`src/rtl/tod_tx.sv`:
```
// tod_tx: transmit side of the TOD serial link.
// After each accepted PPS rising edge and a programmable delay, it sends one
// 13-byte TOD frame (header, week, week-second, leap, status fields and an
// additive checksum) as 8N1 UART, LSB first, on tod_out.
module tod_tx #(
    parameter int          BAUD_DIV = 1085,    // clk_125m cycles per UART bit
    parameter int          TX_DELAY = 125000,  // cycles from PPS edge to frame start
    parameter logic [7:0]  HDR0     = 8'h55,
    parameter logic [7:0]  HDR1     = 8'hAA
) (
    input  logic        clk_125m,
    input  logic        rst,
    input  logic        pps_in,
    input  logic        tx_en,
    input  logic [15:0] week,
    input  logic [31:0] week_sec,
    input  logic [7:0]  leap_sec,
    input  logic [7:0]  pps_state,
    input  logic [7:0]  timesrc_type,
    input  logic [7:0]  pps_precision,
    output logic        tod_out,
    output logic        busy,
    output logic        frame_done,
    output logic        pps_miss
);

    localparam int          FRAME_BYTES   = 13;
    localparam int          PAYLOAD_BYTES = 10;
    localparam logic [15:0] BAUD_LAST     = 16'(BAUD_DIV - 1);
    // WAIT leaves when the counter reaches TX_DELAY, so the first start bit
    // lands TX_DELAY+2 edges after the accepted PPS edge (one for LOAD).
    localparam logic [31:0] WAIT_LAST     = 32'(TX_DELAY);
    localparam logic [3:0]  LAST_BYTE     = 4'(FRAME_BYTES - 1);

    typedef enum logic [2:0] {
        S_IDLE,
        S_WAIT,
        S_LOAD,
        S_START,
        S_DATA,
        S_STOP
    } state_t;

    state_t      state_reg;
    logic        pps_q_reg;
    logic        pps_edge;
    logic [31:0] wait_cnt_reg;
    logic [15:0] baud_cnt_reg;
    logic [2:0]  bit_cnt_reg;
    logic [3:0]  byte_idx_reg;
    logic        tod_out_reg;
    logic        busy_reg;
    logic        frame_done_reg;
    logic        pps_miss_reg;

    // Frame shadow, written only in LOAD so later input changes are ignored.
    logic [7:0]  frame_reg  [FRAME_BYTES];
    logic [7:0]  frame_next [FRAME_BYTES];
    logic [7:0]  cur_byte;

    // Payload in transmit order; multi-byte fields go out big-endian.
    logic [8*PAYLOAD_BYTES-1:0] payload_flat;
    logic [7:0]                 payload_byte [PAYLOAD_BYTES];
    logic [7:0]                 checksum_next;

    assign pps_edge     = pps_in & ~pps_q_reg;
    assign payload_flat = {week, week_sec, leap_sec, pps_state, timesrc_type, pps_precision};

    generate
        for (genvar gi = 0; gi < PAYLOAD_BYTES; gi++) begin : g_payload
            assign payload_byte[gi]   = payload_flat[8*PAYLOAD_BYTES-1-8*gi -: 8];
            assign frame_next[gi + 2] = payload_byte[gi];
        end
    endgenerate

    assign frame_next[0]               = HDR0;
    assign frame_next[1]               = HDR1;
    assign frame_next[FRAME_BYTES - 1] = checksum_next;

    // Additive checksum over the ten payload bytes; the 8-bit sum wraps mod 256.
    always_comb begin
        checksum_next = 8'h00;
        for (int i = 0; i < PAYLOAD_BYTES; i++) begin
            checksum_next = checksum_next + payload_byte[i];
        end
    end

    // Snapshot all frame bytes in the single LOAD cycle.
    always_ff @(posedge clk_125m) begin
        if (state_reg == S_LOAD) begin
            for (int i = 0; i < FRAME_BYTES; i++) begin
                frame_reg[i] <= frame_next[i];
            end
        end
    end

    assign cur_byte = frame_reg[byte_idx_reg];

    // Frame FSM: edge acceptance, delay, and bit-serial UART output.
    always_ff @(posedge clk_125m or posedge rst) begin
        if (rst) begin
            state_reg      <= S_IDLE;
            pps_q_reg      <= 1'b0;
            wait_cnt_reg   <= '0;
            baud_cnt_reg   <= '0;
            bit_cnt_reg    <= '0;
            byte_idx_reg   <= '0;
            tod_out_reg    <= 1'b1;
            busy_reg       <= 1'b0;
            frame_done_reg <= 1'b0;
            pps_miss_reg   <= 1'b0;
        end else begin
            pps_q_reg      <= pps_in;
            frame_done_reg <= 1'b0;
            // Any edge not taken by IDLE with tx_en set is reported as a miss,
            // including one coinciding with the final STOP cycle.
            pps_miss_reg   <= pps_edge & ~((state_reg == S_IDLE) & tx_en);

            case (state_reg)
                S_IDLE: begin
                    if (pps_edge && tx_en) begin
                        state_reg    <= S_WAIT;
                        wait_cnt_reg <= '0;
                        busy_reg     <= 1'b1;
                    end
                end

                S_WAIT: begin
                    if (wait_cnt_reg == WAIT_LAST) begin
                        state_reg    <= S_LOAD;
                        wait_cnt_reg <= '0;
                    end else begin
                        wait_cnt_reg <= wait_cnt_reg + 32'd1;
                    end
                end

                S_LOAD: begin
                    state_reg    <= S_START;
                    byte_idx_reg <= '0;
                    bit_cnt_reg  <= '0;
                    baud_cnt_reg <= '0;
                    tod_out_reg  <= 1'b0;
                end

                S_START: begin
                    if (baud_cnt_reg == BAUD_LAST) begin
                        state_reg    <= S_DATA;
                        baud_cnt_reg <= '0;
                        bit_cnt_reg  <= '0;
                        tod_out_reg  <= cur_byte[0];
                    end else begin
                        baud_cnt_reg <= baud_cnt_reg + 16'd1;
                    end
                end

                S_DATA: begin
                    if (baud_cnt_reg == BAUD_LAST) begin
                        baud_cnt_reg <= '0;
                        if (bit_cnt_reg == 3'd7) begin
                            state_reg   <= S_STOP;
                            bit_cnt_reg <= '0;
                            tod_out_reg <= 1'b1;
                        end else begin
                            bit_cnt_reg <= bit_cnt_reg + 3'd1;
                            tod_out_reg <= cur_byte[bit_cnt_reg + 3'd1];
                        end
                    end else begin
                        baud_cnt_reg <= baud_cnt_reg + 16'd1;
                    end
                end

                S_STOP: begin
                    if (baud_cnt_reg == BAUD_LAST) begin
                        baud_cnt_reg <= '0;
                        if (byte_idx_reg < LAST_BYTE) begin
                            // Next start bit follows the stop bit with no gap.
                            state_reg    <= S_START;
                            byte_idx_reg <= byte_idx_reg + 4'd1;
                            tod_out_reg  <= 1'b0;
                        end else begin
                            state_reg      <= S_IDLE;
                            byte_idx_reg   <= '0;
                            busy_reg       <= 1'b0;
                            frame_done_reg <= 1'b1;
                            tod_out_reg    <= 1'b1;
                        end
                    end else begin
                        baud_cnt_reg <= baud_cnt_reg + 16'd1;
                    end
                end

                default: begin
                    state_reg   <= S_IDLE;
                    busy_reg    <= 1'b0;
                    tod_out_reg <= 1'b1;
                end
            endcase
        end
    end

    assign tod_out    = tod_out_reg;
    assign busy       = busy_reg;
    assign frame_done = frame_done_reg;
    assign pps_miss   = pps_miss_reg;

endmodule
```
`config.mk`:
```
export PLATFORM = sky130hd
export DESIGN_NAME = tod_tx
export DESIGN_NICKNAME = d
export VERILOG_FILES = /design/src/rtl/tod_tx.sv
export SDC_FILE = /design/constraint.sdc
export NUM_CORES = 1
export LEC_CHECK = 0
export CORE_ASPECT_RATIO = 0.9
export CORE_MARGIN = 10
export CORE_UTILIZATION = 40
export CTS_CLUSTER_DIAMETER = 120
export CTS_CLUSTER_SIZE = 14
export DETAILED_ROUTE_END_ITERATION = 12
export GPL_TIMING_DRIVEN = 1
export SLEW_MARGIN = 30
export SYNTH_ARGS = -nofsm -noshare
export SYNTH_HDL_FRONTEND = slang
export SYNTH_SLANG_ARGS = --single-unit
export TNS_END_PERCENT = 50
```
`constraint.sdc`:
```
create_clock -name clk_125m -period 6.45 [get_ports clk_125m]
set_input_delay 0.9675 -clock clk_125m [delete_from_list [all_inputs] [get_ports clk_125m]]
set_output_delay 0.9675 -clock clk_125m [all_outputs]
set_load 0.005 [all_outputs]
```
**After elaboration in Yosys (flattened, before gate mapping)**

Memory sizes are Yosys's and may differ from the RTL's.
Index checks and enable logic that the tools add are counted.
W data, S select, Z words.

- Reduce and logical (&&, ||, !) cells: 15
- Muxes and demuxes: 36
- Equality and inequality tests: 15
- Magnitude comparators: 2
- Bitwise operators: 7
- Add/sub/neg operators: 13

Operators by type and width:

| kind | number |
|---|---|
| $add A8 B8 Y8 | 9 |
| $mux W32 | 2 |
| $pmux W32 S2 | 1 |
| $add A32 B1 Y32 const B | 1 |
| $eq A32 B17 Y1 const B | 1 |
| $pmux W16 S2 | 1 |
| $mux W3 | 9 |
| $pmux W3 S6 | 1 |
| $add A16 B1 Y16 const B | 1 |
| $eq A16 B11 Y1 const B | 1 |
| $mux W16 | 1 |
| $mux W1 | 13 |
| $ne A2 B2 Y1 const B | 6 |
| $eq A3 B3 Y1 const B | 3 |
| $pmux W3 S3 | 1 |
| $mux W4 | 2 |
| $pmux W4 S2 | 1 |
| $reduce_and A4 Y1 | 2 |
| $eq A3 B2 Y1 const B | 2 |
| $reduce_and A6 Y1 | 1 |
| $reduce_bool A2 Y1 | 3 |
| $pmux W1 S5 | 1 |
| $add A4 B1 Y4 const B | 1 |
| $lt A3 B4 Y1 const B | 1 |
| 17 further kinds | 23 |

- Bits in registers: 63
- Output and inout bits: 4
- Memory bits (writable): 104
- Word-level logic and storage cells: 99
- Memories kept: 1
- Input bits: 84

Memories:

| memory | words | width | read ports | clocked after Yosys merged registers in | write ports | line | text |
|---|---|---|---|---|---|---|---|
| frame_reg | 13 | 8 | 1 | 0 | 13 | 57 | `logic [7:0] frame_reg [FRAME_BYTES];` |

**Longest topological paths before layout**

- Depth after elaboration: 9
- Depth in mapped cells: 17
- Gate-level depth less buffers: 17

**Worst setup path before layout**

Ideal clock, no wire load.

- Kind: input port to flip-flop
- Start: input port week[2]
- End: memory frame_reg[12][7] (data pin)
- Path buffers: 0
- Data required time: 6.190 ns
- Setup slack: 1.319 ns
- Cell stages on the path: 17
- Library setup time: 0.260 ns
- Arrival time: 4.871 ns
- Path through: inv_1 > fa_1 > inv_1 > fa_1 > fa_1 > inv_1 > fa_1 > inv_1 > fa_1 > inv_1 > fa_1 > nor2b_1 > o21ai_0 > a21oi_1 > o21a_1 > nor2_1 > xnor2_1

RTL lines:

| element | line | text |
|---|---|---|
| start, declared | 15 | `input logic [15:0] week,` |
| end, declared | 57 |  |

==> flow_metrics.py <==
metrics = {
    "floorplanning": {
        "die_area_um2": 28260,
        "core_area_um2": 21630,
        "rows": 51,
        "start_util_pct": 40.55,
        "die_h_um": 160.5,
        "io_pins": 88,
        "fp.dieW_um": 176.1,
    },
    "setup_path": {
        "cp-end-kind": "flop",
        "startpoint_type": "primary input",
        "slowest_stage": "fa_1",
        "required_ps": 6630,
        "cp.arrival_ps": 5530,
        "crit_fanout": 2,
        "path_cells": "clkdlybuf4s50_1, inv_1, fa_1, inv_1, fa_1, fa_1, inv_1, fa_1, inv_1, fa_1, inv_1, fa_1, nor2b_1, o21ai_0, a21oi_1, o21a_1, nor2_1, xnor2_1",
        "crit_top_cell": "fa_1",
        "critPathKind": "in -> reg",
        "cpPeakStageDelay_ps": 540,
    },
    "yosys": {
        "synthFlopType": "edfxtp_1",
        "ys_seq_area_share_pct": 48.11,
        "ys_types": 64,
        "synth-seq-cells": 151,
        "synth_edf_count": 88,
        "syn_inst": 765,
        "synth.net_count": 920,
        "async_flop_share_pct": 41.72,
        "yosysTopAreaCell": "edfxtp_1",
        "synth_common_cells": "edfxtp_1, inv_1, o21ai_0",
        "ys_warn_count": 0,
        "yosys.cell_count.top_type": "edfxtp_1",
        "synthTopCellsByArea": "edfxtp_1, dfrtp_1, fa_1, o21ai_0, inv_1",
        "synth_top_area_share_pct": 30.12,
        "syn_area_per_cell_um2": 11.47,
        "syn_area_um2": 8772,
    },
    "placement": {
        "dpl.hpwl_mm": 14.36,
        "place_inst": 1122,
        "gp_congestion": 0.7901,
        "place.port_buffers": 87,
        "dpl_worst_slack_ps": 635.3,
    },
    "timing": {
        "relSlewSlack_pct": 39.86,
        "finClkSkew_ps": 5.565,
        "rsz0062_at_grt": "false",
        "max_freq_mhz": 186.8,
        "setup_viol": 0,
        "hold_violations": 0,
        "maxSlewViolCount": 0,
        "min_period_ps": 5353,
        "worst_slack_ps": 1097,
        "worst_slew_pin_slew_ps": 898.8,
        "finalSetupTns_ps": 0,
        "fin_crit_sh_pct": 83.00,
    },
    "layout": {
        "drive_gt1_share_pct": 8.459,
        "largest_register_ffs": 88,
        "n_fill_cell": 1948,
        "layout.nets": 1005,
        "stdcell_count": 1154,
        "n_antenna_cell": 0,
        "area_growth_pct": 19.98,
    },
    "grt": {
        "grt_max_degree": 89,
        "grt_antenna_before_repair": 0,
        "track_usage_pct": 14.53,
        "grt_pass1_wl_mm": 33.01,
        "overflow": 0,
        "grt_pass1_vias": 6068,
    },
    "clock_tree": {
        "cts_sinks": 151,
        "cts_tree": "built",
        "postCtsSetupBuffers": 0,
        "h-tree-depth": 4,
        "cts_resized": 0,
        "clkLatencyLatePin_ps": 430,
        "cts-root-buf": "clkbuf_16",
        "clockBufferDepth": 2,
        "hold_buffers": 0,
        "cts_buffers": 17,
        "clk_pin_slew_ps": 60,
    },
    "status": {
        "status": "finished, final reports clean",
    },
    "power": {
        "leakagePower_nw": 4.028,
        "power_mw": 3.085,
        "max-vdd-ir-drop_mv": 0.1978,
        "p_per_area_nw_per_um2": 293.1,
    },
    "drt": {
        "finalWirelength_mm": 19.85,
        "wire_per_inst_um": 17.20,
        "vias": 6002,
        "drtPass1Iterations": 5,
        "drc": 0,
        "drt_iter0_markers": 427,
        "postRouteAntennaNets": 0,
        "avgViaCountPerCell": 5.201,
    },
    "flow_run": {
        "cap_violations": 0,
    },
    "worst_hold_path": {
        "min_path_type": "reg -> reg",
    },
}
-- placed cells by master, fill, tap and decap left out, types with 13 or more instances in the layout --
master / synthesis / routed
clkbuf_16: 0 / 17
edfxtp_1: 88 / 88
ha_1: 21 / 21
dfrtp_1: 62 / 62
o31ai_1: 15 / 15
xnor2_1: 20 / 20
o21ai_0: 70 / 69
a21oi_1: 22 / 21
nand2_1: 65 / 65
nor2_1: 37 / 36
inv_1: 84 / 83
clkdlybuf4s50_1: 0 / 87
mux2i_1: 13 / 13
fa_1: 50 / 50
nand3_1: 19 / 19
-- stage by stage --
| stage | util (%) | hold slack (ps) | cell area [um2] |
|---|---|---|---|
| CTS | 48.66 | 449.7 | 10530 |
| global route | 48.66 | 476.9 | 10530 |
| global placement | 45.88 | 439.8 | 9926 |
| finish | 48.66 | 452.4 | 10530 |
| floorplan | - | 404.0 | 8772 |
| detailed placement | 45.94 | 436.8 | 9937 |
-- power breakdown --
| part | total (mW) | internal (mW) | switching [mW] |
|---|---|---|---|
| combinational | 0.983 | 0.483 | 0.501 |
| clock | 1.01 | 0.582 | 0.427 |
| sequential | 1.09 | 1.09 | 0.000248 |
| total | 3.09 | 2.16 | 0.928 |
-- logic make-up after synthesis --
group / synth area share, %
and+or+nand+nor: 12.54
AOI/OAI and AO/OA: 11.53
DFF: 48.11
buffers and inverters: 5.292
adders and majority gates: 14.41
muxes: 5.334
xor gates and xnor gates: 2.796
-- final cells by class --
cell class | instances | area (um2) | area share, %
tap | 291 | 364.1 | 3.459
clock buffer | 18 | 439.2 | 4.173
clock inverter | 14 | 148.9 | 1.415
sequential | 151 | 4220 | 40.10
inverter | 85 | 319.1 | 3.031
timing repair buffer | 94 | 927.1 | 8.809
multi-input combinational | 501 | 4106 | 39.02
-- path summary, 6_finish.rpt --
| path | startpoint | endpoint | slack [ps] | depth (start not counted) |
|---|---|---|---|---|
| min in group asynchronous | rst | wait_cnt_reg[11]$_DFFE_PP0P_ | 1120 | 3 |
| max in group asynchronous | rst | wait_cnt_reg[25]$_DFFE_PP0P_ | 4810 | 3 |
| worst min register to register | pps_q_reg$_DFF_PP0_ | pps_miss$_DFF_PP0_ | 450 | 1 |
| worst max-delay path | week[2] | frame_reg[12][7]$_DFFE_PP_ | 1100 | 18 |
| worst max register to register | wait_cnt_reg[9]$_DFFE_PP0P_ | wait_cnt_reg[29]$_DFFE_PP0P_ | 3670 | 6 |
| worst min-delay path | pps_q_reg$_DFF_PP0_ | pps_miss$_DFF_PP0_ | 450 | 1 |
-- metal layers --
layer / vias up / global-route usage (%) / routed length (um)
met5: - / 0 / 0
met4: 0 / 4.236 / 233
met3: 15 / 3.188 / 762
met2: 121 / 22.01 / 9198
met1: 2948 / 20.38 / 9659
li1: 2918 / - / -
-- worst max-delay path, delay by kind of cell --
family | cells | cell delay [ps]
compound gates | 3 | 440
xor+xnor | 1 | 110
fa+ha+maj | 6 | 3070
buf+inv | 6 | 760
simple gates | 2 | 180
(Power assumes the default switching activity.)
